### src/rtl/hpdmc_fmlarb.sv
// -----------------------------------------------------------------------------
// hpdmc_fmlarb
//   Shares the single FML port of the hpdmc SDRAM controller among N bus
//   masters. Round-robin arbitration, one transaction in flight at a time.
//   The write enable is latched at grant and held through the data phase,
//   because hpdmc derives its ack latency from fml_we. A watchdog aborts a
//   data phase whose ack never arrives.
//
//   Build option: FMLARB_PRIO_EN
//     defined   - master 0 is fixed highest priority; masters 1..N-1 share
//                 the remaining slots round-robin.
//     undefined - pure round-robin over all N masters.
//
// Parameters
//   N            number of masters (2..8)
//   sdram_depth  FML byte-address width
//   TIMEOUT      maximum data-phase cycles before abort (1..63)
//
// Ports
//   sys_clk, sys_rst_n          clock, asynchronous active-low reset
//   m_adr/m_stb/m_we/m_sel/m_di master request buses, master i in slice i
//   m_eack, m_ack               address / data acks, one-hot to the owner
//   m_do                        read data broadcast to all masters
//   fml_adr/stb/we/sel/di       request towards hpdmc
//   fml_eack, fml_ack, fml_do   responses from hpdmc
//   timeout_err                 one-cycle pulse when the watchdog aborts
// -----------------------------------------------------------------------------
module hpdmc_fmlarb #(
    parameter int N           = 4,
    parameter int sdram_depth = 25,
    parameter int TIMEOUT     = 63
) (
    input  logic                      sys_clk,
    input  logic                      sys_rst_n,
    input  logic [N*sdram_depth-1:0]  m_adr,
    input  logic [N-1:0]              m_stb,
    input  logic [N-1:0]              m_we,
    input  logic [N*4-1:0]            m_sel,
    input  logic [N*32-1:0]           m_di,
    output logic [N-1:0]              m_eack,
    output logic [N-1:0]              m_ack,
    output logic [31:0]               m_do,
    output logic [sdram_depth-1:0]    fml_adr,
    output logic                      fml_stb,
    output logic                      fml_we,
    output logic [3:0]                fml_sel,
    output logic [31:0]               fml_di,
    input  logic                      fml_eack,
    input  logic                      fml_ack,
    input  logic [31:0]               fml_do,
    output logic                      timeout_err
);

    typedef enum logic [1:0] {
        S_IDLE = 2'd0,
        S_ADDR = 2'd1,
        S_DATA = 2'd2
    } state_t;

    // Lowest master index taking part in the round-robin scan.
`ifdef FMLARB_PRIO_EN
    localparam int RR_BASE = 1;
`else
    localparam int RR_BASE = 0;
`endif

    localparam logic [5:0] CNT_LAST = 6'(TIMEOUT - 1);

    state_t                 r_state;
    state_t                 w_state_next;
    logic [2:0]             r_owner;
    logic [2:0]             r_last;
    logic                   r_we;
    logic [5:0]             r_cnt;

    logic                   w_req_valid;
    logic [2:0]             w_next_owner;
    logic                   w_next_we;
    logic [N-1:0]           w_owner_oh;
    logic [sdram_depth-1:0] w_adr;
    logic [3:0]             w_sel;
    logic [31:0]            w_di;
    logic                   w_timeout;

    // Arbitration: the first requester found at distance 1, 2, .. N after
    // the last owner wins. Distance is resolved by comparing against both
    // j and j+N, which avoids a variable modulo.
    always_comb begin
        // NOTE: every signal driven here gets a default first, so no path
        // leaves it unassigned and no latch is inferred.
        w_req_valid  = 1'b0;
        w_next_owner = '0;
        w_next_we    = 1'b0;
`ifdef FMLARB_PRIO_EN
        if (m_stb[0]) begin
            w_req_valid  = 1'b1;
            w_next_owner = '0;
            w_next_we    = m_we[0];
        end
`endif
        for (int k = 1; k <= N; k++) begin
            for (int j = RR_BASE; j < N; j++) begin
                if (!w_req_valid && m_stb[j] &&
                    ((int'(r_last) + k == j) || (int'(r_last) + k == j + N))) begin
                    w_req_valid  = 1'b1;
                    w_next_owner = 3'(j);
                    w_next_we    = m_we[j];
                end
            end
        end
    end

    // Owner decode and request-bus muxes.
    always_comb begin
        w_owner_oh = '0;
        w_adr      = '0;
        w_sel      = '0;
        w_di       = '0;
        for (int i = 0; i < N; i++) begin
            if (r_owner == 3'(i)) begin
                w_owner_oh[i] = 1'b1;
                w_adr         = m_adr[i*sdram_depth +: sdram_depth];
                w_sel         = m_sel[i*4 +: 4];
                w_di          = m_di[i*32 +: 32];
            end
        end
    end

    assign w_timeout = (r_cnt == CNT_LAST);

    // Next state and control outputs. Acks from hpdmc are forwarded only in
    // the phase they belong to; an ack arriving with the timeout wins.
    always_comb begin
        w_state_next = r_state;
        fml_stb      = 1'b0;
        fml_we       = 1'b0;
        m_eack       = '0;
        m_ack        = '0;
        timeout_err  = 1'b0;
        case (r_state)
            S_IDLE: begin
                if (w_req_valid) w_state_next = S_ADDR;
            end
            S_ADDR: begin
                // No watchdog here: refresh/precharge may stall the address phase.
                fml_stb = 1'b1;
                fml_we  = r_we;
                m_eack  = w_owner_oh & {N{fml_eack}};
                if (fml_eack) w_state_next = S_DATA;
            end
            S_DATA: begin
                fml_we = r_we;
                m_ack  = w_owner_oh & {N{fml_ack}};
                if (fml_ack) begin
                    w_state_next = S_IDLE;
                end else if (w_timeout) begin
                    w_state_next = S_IDLE;
                    timeout_err  = 1'b1;
                end
            end
            default: w_state_next = S_IDLE;
        endcase
    end

    always_ff @(posedge sys_clk or negedge sys_rst_n) begin
        if (!sys_rst_n) begin
            r_state <= S_IDLE;
            r_owner <= '0;
            r_last  <= 3'(N - 1);
            r_we    <= 1'b0;
            r_cnt   <= '0;
        end else begin
            // NOTE: state registers use non-blocking assignments so every
            // register samples the pre-edge values of the others.
            r_state <= w_state_next;
            case (r_state)
                S_IDLE: begin
                    if (w_req_valid) begin
                        r_owner <= w_next_owner;
                        r_we    <= w_next_we;
                    end
                end
                S_ADDR: begin
                    if (fml_eack) r_cnt <= '0;
                end
                S_DATA: begin
                    r_cnt <= r_cnt + 6'd1;
                    if (w_state_next == S_IDLE) r_last <= r_owner;
                end
                default: ;
            endcase
        end
    end

    assign fml_adr = w_adr;
    assign fml_sel = w_sel;
    assign fml_di  = w_di;
    assign m_do    = fml_do;

endmodule
### config.mk
export PLATFORM = sky130hd
export DESIGN_NAME = hpdmc_fmlarb
export DESIGN_NICKNAME = d
export VERILOG_FILES = /design/src/rtl/hpdmc_fmlarb.sv
export SDC_FILE = /design/constraint.sdc
export NUM_CORES = 1
export LEC_CHECK = 0
export BUFFER_PORTS_ARGS = -buffer_cell sky130_fd_sc_hd__clkbuf_2
export CORE_AREA = 3 3 152 154
export DETAILED_ROUTE_END_ITERATION = 12
export DIE_AREA = 0 0 155 157
export SLEW_MARGIN = 20
export SYNTH_ARGS = -nofsm -noshare
export SYNTH_HDL_FRONTEND = slang
export SYNTH_SLANG_ARGS = --single-unit
### constraint.sdc
create_clock -name sys_clk -period 3 [get_ports sys_clk]
set_input_delay 0.6 -clock sys_clk [delete_from_list [all_inputs] [get_ports sys_clk]]
set_output_delay 0.6 -clock sys_clk [all_outputs]
set_load 0.01 [all_outputs]
---- Yosys cells after proc, flatten, opt, wreduce, memory -nomap -nowiden ----
Cells that the tools add are included.
storage, ports and cells
  register bits after elaboration ......... 15
  bits of input ports ..................... 288
  output and inout port bits .............. 104
cells by class
  reductions and logical operators ........ 74
  bitwise operators ....................... 2
  $add $sub $neg .......................... 5
  eq/ne operators ......................... 35
  mux-type cells .......................... 77
operators by type and width
  cell                                                   number
  equality test 32 x 4 -> 1 bit (second input constant)  12
  equality test 32 x 3 -> 1 bit (second input constant)  8
  equality test 32 x 2 -> 1 bit (second input constant)  4
  logical NOT 32 bit                                     4
  2-to-1 mux 32 bit                                      4
  2-to-1 mux 25 bit                                      4
  2-to-1 mux 1 bit                                       42
  2-to-1 mux 3 bit                                       14
  logical AND 1 bit                                      31
  2-to-1 mux 4 bit                                       6
  equality test 4 x 3 -> 1 bit (second input constant)   4
  logical OR 1 bit                                       16
  logical NOT 1 bit                                      15
  case mux 6 bit (2 select lines)                        1
  adder 3 x 2 -> 4 bit (second input constant)           2
  AND 4 bit                                              2
  2-to-1 mux 2 bit                                       4
  adder 6 x 1 -> 6 bit (second input constant)           1
  equality test 3 x 2 -> 1 bit (second input constant)   2
  equality test 6 bit (second input constant)            1
  2-to-1 mux 6 bit                                       1
  case mux 2 bit (3 select lines)                        1
  AND reduction 2 bit                                    3
  adder 3 x 1 -> 4 bit (second input constant)           1
  other kinds (9)                                        10

---- Logic depth before layout (Yosys ltp) ----
Gate-level depths: netlist of the first run.
  word-level depth ........................ 69
  depth in mapped cells ................... 8
  gate-level depth less buffers ........... 7

---- Worst setup path before layout of the first run ----
No wires, ideal clock.
  path kind ............................... reg-to-output
  start ................................... reg r_owner[0]
  end ..................................... out fml_adr[0]
  slack ................................... 780 ps
  cell stages (with the launch flop) ...... 5
  data required time ...................... 2400 ps
  arrival ................................. 1620 ps
  buffers on the path ..................... 3
  cells stage by stage .................... dfrtp_1 > clkbuf_1 > buf_2 > buf_2 > mux4_2
between the ends
  longest elaborated chain between the ends .. 5
  elaborated cells on any way between the ends .. 8
  classes of those cells .................. eq/ne (3); mux (4); reduce/logical (1)
RTL lines
  item                            RTL line  source
  start: declaration              71        logic [2:0] r_owner;
  start signal: assignment        179       r_owner <= w_next_owner;
  logical NOT 3 bit               120       if (r_owner == 3'(i)) begin
  2-to-1 mux 25 bit (3 in a row)  120
  2-to-1 mux 25 bit *             120
  end: declaration                43        output logic [sdram_depth-1:0] fml_adr,
Every way passes the cells marked *; elsewhere a longest branch is shown, timed or not.

---- Worst setup path after layout of the first run ----
  start ................................... reg r_owner[1]
  end ..................................... out fml_di[10]
between the ends
  longest elaborated chain between the ends .. 5
  elaborated cells on any way between the ends .. 8
  classes of those cells .................. eq/ne (3); mux (4); reduce/logical (1)
RTL lines
  item                            RTL line  source
  logical NOT 3 bit               120
  2-to-1 mux 32 bit (3 in a row)  120
  2-to-1 mux 32 bit *             120
  end: declaration                47        output logic [31:0] fml_di,
Marked as above.

==> results.md, run 1 <==
* Outcome: finished clean
* Synth Flop Type: dfrtp_1
* Final Hold Vio Count at 0
* RSZ-0062 raised after global routing: false
* Layout area overhead at 60.6%
* Post-synth top area cell: mux4_2
* Die Y at 157 um
* Worst VDD drop at 0.000557 V
* Postcts setup bufs at 0
* Finished Cell Area at 4750 um^2
* DRC Markers at 0
* Max-slew violation count at 0
* Nets@finish at 846
* Crit path capture type: output port
* WP data required at 2.40 ns
* Total gr overflow at 0
* Power per Cell Area at 715 nW/um^2
* Critical path cell sequence: buf_4 > mux4_2 > clkbuf_2
* Initial Utilization at 13.6%
* Gates resized, CTS repair at 0
* Sequential share of power at 14.0%
* Switching pwr at 1550 uW
* CTS root buf: clkbuf_16
* CTS tree: done
* Yosys warning total at 0
* Crit. Startpoint: r_owner[1]
* Yosys cell types at 49
* Detailed router's first-iteration violation count at 152
* Hold slack at 0.255 ns
* Worst hold path type: in -> async
* Placer Congestion at 0.836
* Core Area at 21,800 um^2
* WP data arrival at 1.95 ns
* Largest net degree at the start of global routing at 69
* Synth Instances at 270
* Vias in the first global route at 3,467
* Commonest cells post-synth: mux4_2, buf_4, nand2_1, nor2_1
* Die width at 155 um
* Dominant cells by area after synthesis: mux4_2, dfrtp_1, buf_4
* Skew-Pair Late Insertion Delay at 0.24 ns
* Startpoint types: register
* Setup TNS Final at 0 ns
* CP max FO at 46
* Max incr delay on CP at 0.82 ns
* Pre-CTS setup slack at 0.724 ns
* # setup viols final at 0
* Critical path type: reg -> out
* Fmax at 393 MHz
* Rows at 54
* Sw Ratio at 45.8%
* Avg Cell Area, Syn at 11.0 um^2
* Sink Count at 13
* Syn nets at 564
* R2R Path Start: r_state[1]
* Initial antenna violation count at 2
* Post-synth top area share at 46.4%
* Pleak at 0.00232 uW
* Flops & latches, synth at 13
* Asr flop ratio synth at 100%
* Clk buf depth at 2
* Critical-path top delay cell: dfrtp_4
* DR vias/cell at 4.35
* Via count at 3,626
* Detailed Routing Iterations Pass 1 at 4
* Tmin final at 2.55 ns
* Total CTS buffers at 3
* Die area at 24,300 um^2
* Top-count cell post-synth: mux4_2
* CTS Hold Bufs at 0
* H-tree Lvls at 1
* Int Power at 1840 uW
* Placed Area at 4660 um^2
* I/O Pins at 392
* Seq/Total Area, Yosys at 11.1%
* Fillers at 2,393
* Post-route ant nets at 0
* Worst Tran Pin Value at 0.693 ns
* GRT Util Overall at 11.2%
* Reg clk slew, reported paths at 0.05 ns
* Skew final at 0.00166 ns
* Post-DP HPWL at 13,800 um
* First-pass GRT wire length at 20,900 um
* Port Buffers at 327
* Final worst setup slack at 0.452 ns
* Layout cells sized above 1 at 74.0%
* Final Cycle Share at 84.9%
* Relative slew slack at 53.8%
* Combinational Power Share at 78.6%
* Number of synthesized flops with an enable pin at 0
* Finished Core Util at 21.8%
* Clock power share at 7.4%
* DR WL/cell at 18.8 um
* Max-Cap Viols at 0
* Cell Area, Synth at 2960 um^2
* WL final at 15,700 um
[worst paths after layout]
path                              end  slack (ns)  cells after the start
max                        fml_di[10]        0.45                      3
max reg2reg                 r_last[0]        0.78                      7
min in group sys_clk         r_cnt[5]        0.56                      2
min reg2reg                  r_cnt[5]        0.56                      2
min                          r_cnt[1]        0.26                      1
max in group asynchronous   r_last[0]        2.44                      1
[final cells by class]
| class | count | area, um^2 | area share [%] |
|---|---|---|---|
| Antenna cell | 2 | 5.00 | 0.105 |
| Clock buffer | 3 | 75.1 | 1.58 |
| Clock inverter | 1 | 5.00 | 0.105 |
| Inverter | 7 | 26.3 | 0.553 |
| Multi-Input combinational cell | 194 | 2260 | 47.6 |
| Sequential cell | 13 | 335 | 7.06 |
| Tap cell | 280 | 350 | 7.38 |
| Timing Repair Buffer | 333 | 1690 | 35.7 |
[through the flow]
stage          power (uW)  cells
6_report             3400    833
5_1_grt              3630    833
4_1_cts              3430    831
3_5_place_dp         3170    827
3_3_place_gp         3140    827
2_1_floorplan        2240    270
[sequential cells by signal, indices dropped and copies added, names as in the netlist]
name	flops
r_cnt	6
r_owner	2
r_last	2
r_we	1
r_state	2
[worst max-delay path: cells and delay by family (launching register included)]
kind | cells | cell delay [ns]
buffers and inverters | 2 | 0.46
flip-flops | 1 | 0.82
multiplexers | 1 | 0.34
[power by group through the flow]
stage                     clock network [uW]  registers, uW  logic [uW]
after floorplan                            0            282        1950
after global placement                     0            475        2670
after detailed placement                   0            478        2690
after CTS                                259            477        2700
after global routing                     265            494        2870
final                                    252            475        2670
[layer usage]
metal	part of all wire (%)	track usage, %	up-vias
met5	0	0	-
met4	0.99	1.81	0
met3	9.7	2.83	17
met2	49	18.5	236
met1	40	15.0	1754
li1	-	-	1619
[cells in the final DEF (no fill, tap or decap), drive strengths merged, types with 2 or more instances in the layout]
master and count:
clkbuf 330, mux4 61, nand2 16, nor2 16, a21oi 12, nand3 11
dfrtp 11, o21ai 9, inv 7, nor2b 6, ha 6, buf 6
nand2b 5, nor3 3, a31oi 3, nor3b 3, xnor2 3, mux2i 3
mux2 3, diode 2, and2 2, a22oi 2, o211ai 2, nor4b 2
a211oi 2, nand3b 2, and4b 2, o221ai 2, and3 2, nand4 2
dfstp 2, a221oi 2
[logic make-up (layout without fill, tap and decap cells)]
logic type      Yosys count  in the layout  synth area share, %
flops                    13             13                 11.1
buf+inv                  63            344                 12.6
mux                      67             67                 48.9
xor+xnor                  3              3                0.888
simple gates             78             78                 14.6
other cells               0              2                    0
fa+ha+maj                 6              6                 2.54
compound gates           40             40                 9.52
Power figures use the tool's default switching activity.
==> run 2, diff against run 1 <==
--- a/config.mk
+++ b/config.mk
@@ -5,10 +5,11 @@
 export SDC_FILE = /design/constraint.sdc
 export NUM_CORES = 1
 export LEC_CHECK = 0
+export ABC_AREA = 1
 export BUFFER_PORTS_ARGS = -buffer_cell sky130_fd_sc_hd__clkbuf_2
-export CORE_AREA = 3 3 152 154
+export CORE_AREA = 3 3 150 152
 export DETAILED_ROUTE_END_ITERATION = 12
-export DIE_AREA = 0 0 155 157
+export DIE_AREA = 0 0 153 155
 export SLEW_MARGIN = 20
 export SYNTH_ARGS = -nofsm -noshare
 export SYNTH_HDL_FRONTEND = slang
==> constraint.sdc (replaced) <==
create_clock -name sys_clk -period 2.3 [get_ports sys_clk]
set_input_delay 0.46 -clock sys_clk [delete_from_list [all_inputs] [get_ports sys_clk]]
set_output_delay 0.46 -clock sys_clk [all_outputs]
set_load 0.01 [all_outputs]
==> run 2 against run 1 <==
Effect of this change:
- die area shrank 2.5%
- highest routed layer unchanged
- sequential cell count is the same
- count of clock-buffer cells in the layout grew 1
- cell count grew 34%
- critical path type unchanged
==> results.md, run 2 <==
* Outcome: finished clean
* Port Buffers at 327
* Power per Cell Area at 1090 nW/um^2
* Max-slew violation count at 0
* Final Hold Vio Count at 0
* Yosys cell types at 28
* Post-DP HPWL at 14,300 um
* RSZ-0062 raised after global routing: true
* Largest register FFs at 6
* Core Area at 21,200 um^2
* Detailed Routing Iterations Pass 1 at 4
* Top-count cell post-synth: nand2_1
* Setup TNS Final at 0 ns
* Total gr overflow at 0
* Initial Utilization at 13.5%
* Skew-Pair Late Insertion Delay at 0.24 ns
* # setup viols final at 0
* Nets@finish at 1,135
* Synth Flop Type: dfrtp_1
* Flops & latches, synth at 13
* Detailed router's first-iteration violation count at 288
* Area occupied by multi-input gates at 2100 um^2
* Post-synth top area cell: nand2_1
* Design Power at 5250 uW
* Placer Congestion at 0.880
* Synth Area in Simple Gates at 66.1%
* Pleak at 0.00265 uW
* Die width at 153 um
* Layout cells sized above 1 at 44.2%
* Syn nets at 844
* Worst VDD drop at 0.000355 V
* Largest family of logic cells by synthesized area: simple AND/OR/NAND/NOR gates
* Worst hold path type: in -> async
* H-tree Lvls at 1
* Vias in the first global route at 4,587
* WL final at 16,700 um
* Yosys warning total at 0
* Synth Area in Adders at 2.63%
* Dominant cells by area after synthesis: nand2_1, nand4_1, dfrtp_1
* Biggest register: r_cnt
* Synth Instances at 550
* I/O Pins at 392
* CTS root buf: clkbuf_16
* Initial antenna violation count at 0
* Max-Cap Viols at 0
* Most common cell after layout, fill and taps aside: clkbuf_2
* R2R Setup Slk at 0.08 ns
* GRT Util Overall at 12.8%
* Max incr delay on CP at 0.50 ns
* Fmax at 448 MHz
* DRC Markers at 0
* WP data required at 1.84 ns
* Seq/Total Area, Yosys at 11.5%
* Via count at 4,672
* Sink Count at 13
* Worst Tran Pin Value at 0.588 ns
* Commonest cells post-synth: nand2_1, nand4_1, inv_1
* Asr flop ratio synth at 100%
* Post-route ant nets at 0
* Crit. Startpoint: r_owner[1]
* Post-synthesis mux area share at 0%
* Rows at 53
* Cell Area, Synth at 2850 um^2
* Relative slew slack at 60.4%
* Layout area overhead at 69.6%
* CP top delay family: simple AND/OR/NAND/NOR gates
* Final Cycle Share at 97.1%
* Reg clk slew, reported paths at 0.05 ns
* Crit path capture type: output port
* Area fraction in compound gates after synthesis at 2.90%
* CTS Hold Bufs at 0
* Fillers at 2,410
* Post-synth top area share at 36.5%
* First-pass GRT wire length at 24,700 um
* Most frequent cells in the layout: clkbuf_2, nand2_1, nand4_1, inv_1, nor2_1
* Tmin final at 2.23 ns
* Die Y at 155 um
* DR vias/cell at 4.19
* Critical-path top delay cell: dfrtp_1
* Reg area at 328 um^2
* Total CTS buffers at 3
* N_diodes at 0
* CP max FO at 30
* Clk buf depth at 2
* Critical path type: reg -> out
* Most used cell, CP: nand2_1
* Bufs and invs on worst path at 3
* DR WL/cell at 15.0 um
* WP data arrival at 1.77 ns
* R2R Path Start: r_last[1]
* Avg Cell Area, Syn at 5.18 um^2
* CTS tree: done
* Die area at 23,700 um^2
* Largest net degree at the start of global routing at 36
* Startpoint types: register
* Number of synthesized flops with an enable pin at 0
* Skew final at 0.00153 ns
* XOR/XNOR Fraction of Synth Area at 0%
* Critical path cell sequence: nand2_1 > inv_2 > buf_12 > nand2_1 > nand4_1 > clkbuf_2
[run 2: metrics by stage]
| stage | hold slack, ns | util (%) | setup WS [ns] | instances | area [um^2] |
|---|---|---|---|---|---|
| CTS | 0.130 | 22.5 | 0.0567 | 1110 | 4760 |
| detailed placement | 0.384 | 22.1 | 0.0865 | 1106 | 4670 |
| finish | 0.114 | 22.9 | 0.0675 | 1115 | 4830 |
| global route | 0.137 | 22.9 | -0.124 | 1115 | 4830 |
| floorplan | 0.164 | - | 0.310 | 550 | 2850 |
| global placement | 0.382 | 22.1 | 0.150 | 1106 | 4670 |
[run 2: logic make-up (layout without fill, tap and decap cells)]
logic type | count (synthesis) | after routing
buffers and inverters | 95 | 385
adder cells (fa/ha/maj) | 6 | 6
AO/OA/AOI/OAI | 15 | 15
flip-flops | 13 | 13
AND/OR/NAND/NOR | 421 | 421
[run 2: final cells by class]
cell class | count | area share, %
Timing Repair Buffer | 343 | 38.0
Clock buffer | 4 | 1.63
Multi-Input combinational cell | 442 | 43.5
Sequential cell | 13 | 6.78
Inverter | 38 | 2.95
Tap cell | 275 | 7.12
[run 2: per-layer routing]
layer	GRT usage (%)	part of all wire, %	vias up	wire, um
met2	22.5	51	249	8470
met4	2.89	1.7	0	288
met5	0	0	-	0
met3	3.06	8.8	18	1470
met1	16.0	39	2068	6520
li1	-	-	2337	-
[run 2: power by group]
part	switching, uW	leakage [uW]	internal, uW
Sequential	114	0.000165	321
Clock	92.6	0.0000382	234
Combinational	2790	0.00244	1690
[run 2: timing repair]
action | 4_1_cts | 5_1_grt
setup endpoints to repair | 1 | 11
hold endpoints to repair | 0 | 0
buffers inserted | 0 | 5
pin swaps | 0 | 6
gates resized for setup | 1 | 11
[run 2: path summary, 6_finish.rpt]
kind | endpoint | depth (start not counted)
setup / recovery | fml_di[17] | 6
hold / removal | r_cnt[4] | 1
setup reg to reg | r_last[0] | 16
hold reg to reg | r_last[1] | 2
max in group asynchronous | r_last[0] | 1
min in group sys_clk | r_last[1] | 2
[run 2: worst reg2reg max path, cell delays in order, from the launching register on]
cell	delay, ns
dfstp_2	0.59
nor2_2	0.08
nand2_2	0.12
nand3_4	0.09
nor2_4	0.14
nand4_4	0.10
nor2_4	0.15
nand4_4	0.10
nor2_2	0.15
nand3_2	0.12
nor2_4	0.12
nand3b_1	0.08
nand2_1	0.07
nand2_2	0.08
nand3_2	0.07
nand2_1	0.05
nand2_1	0.05
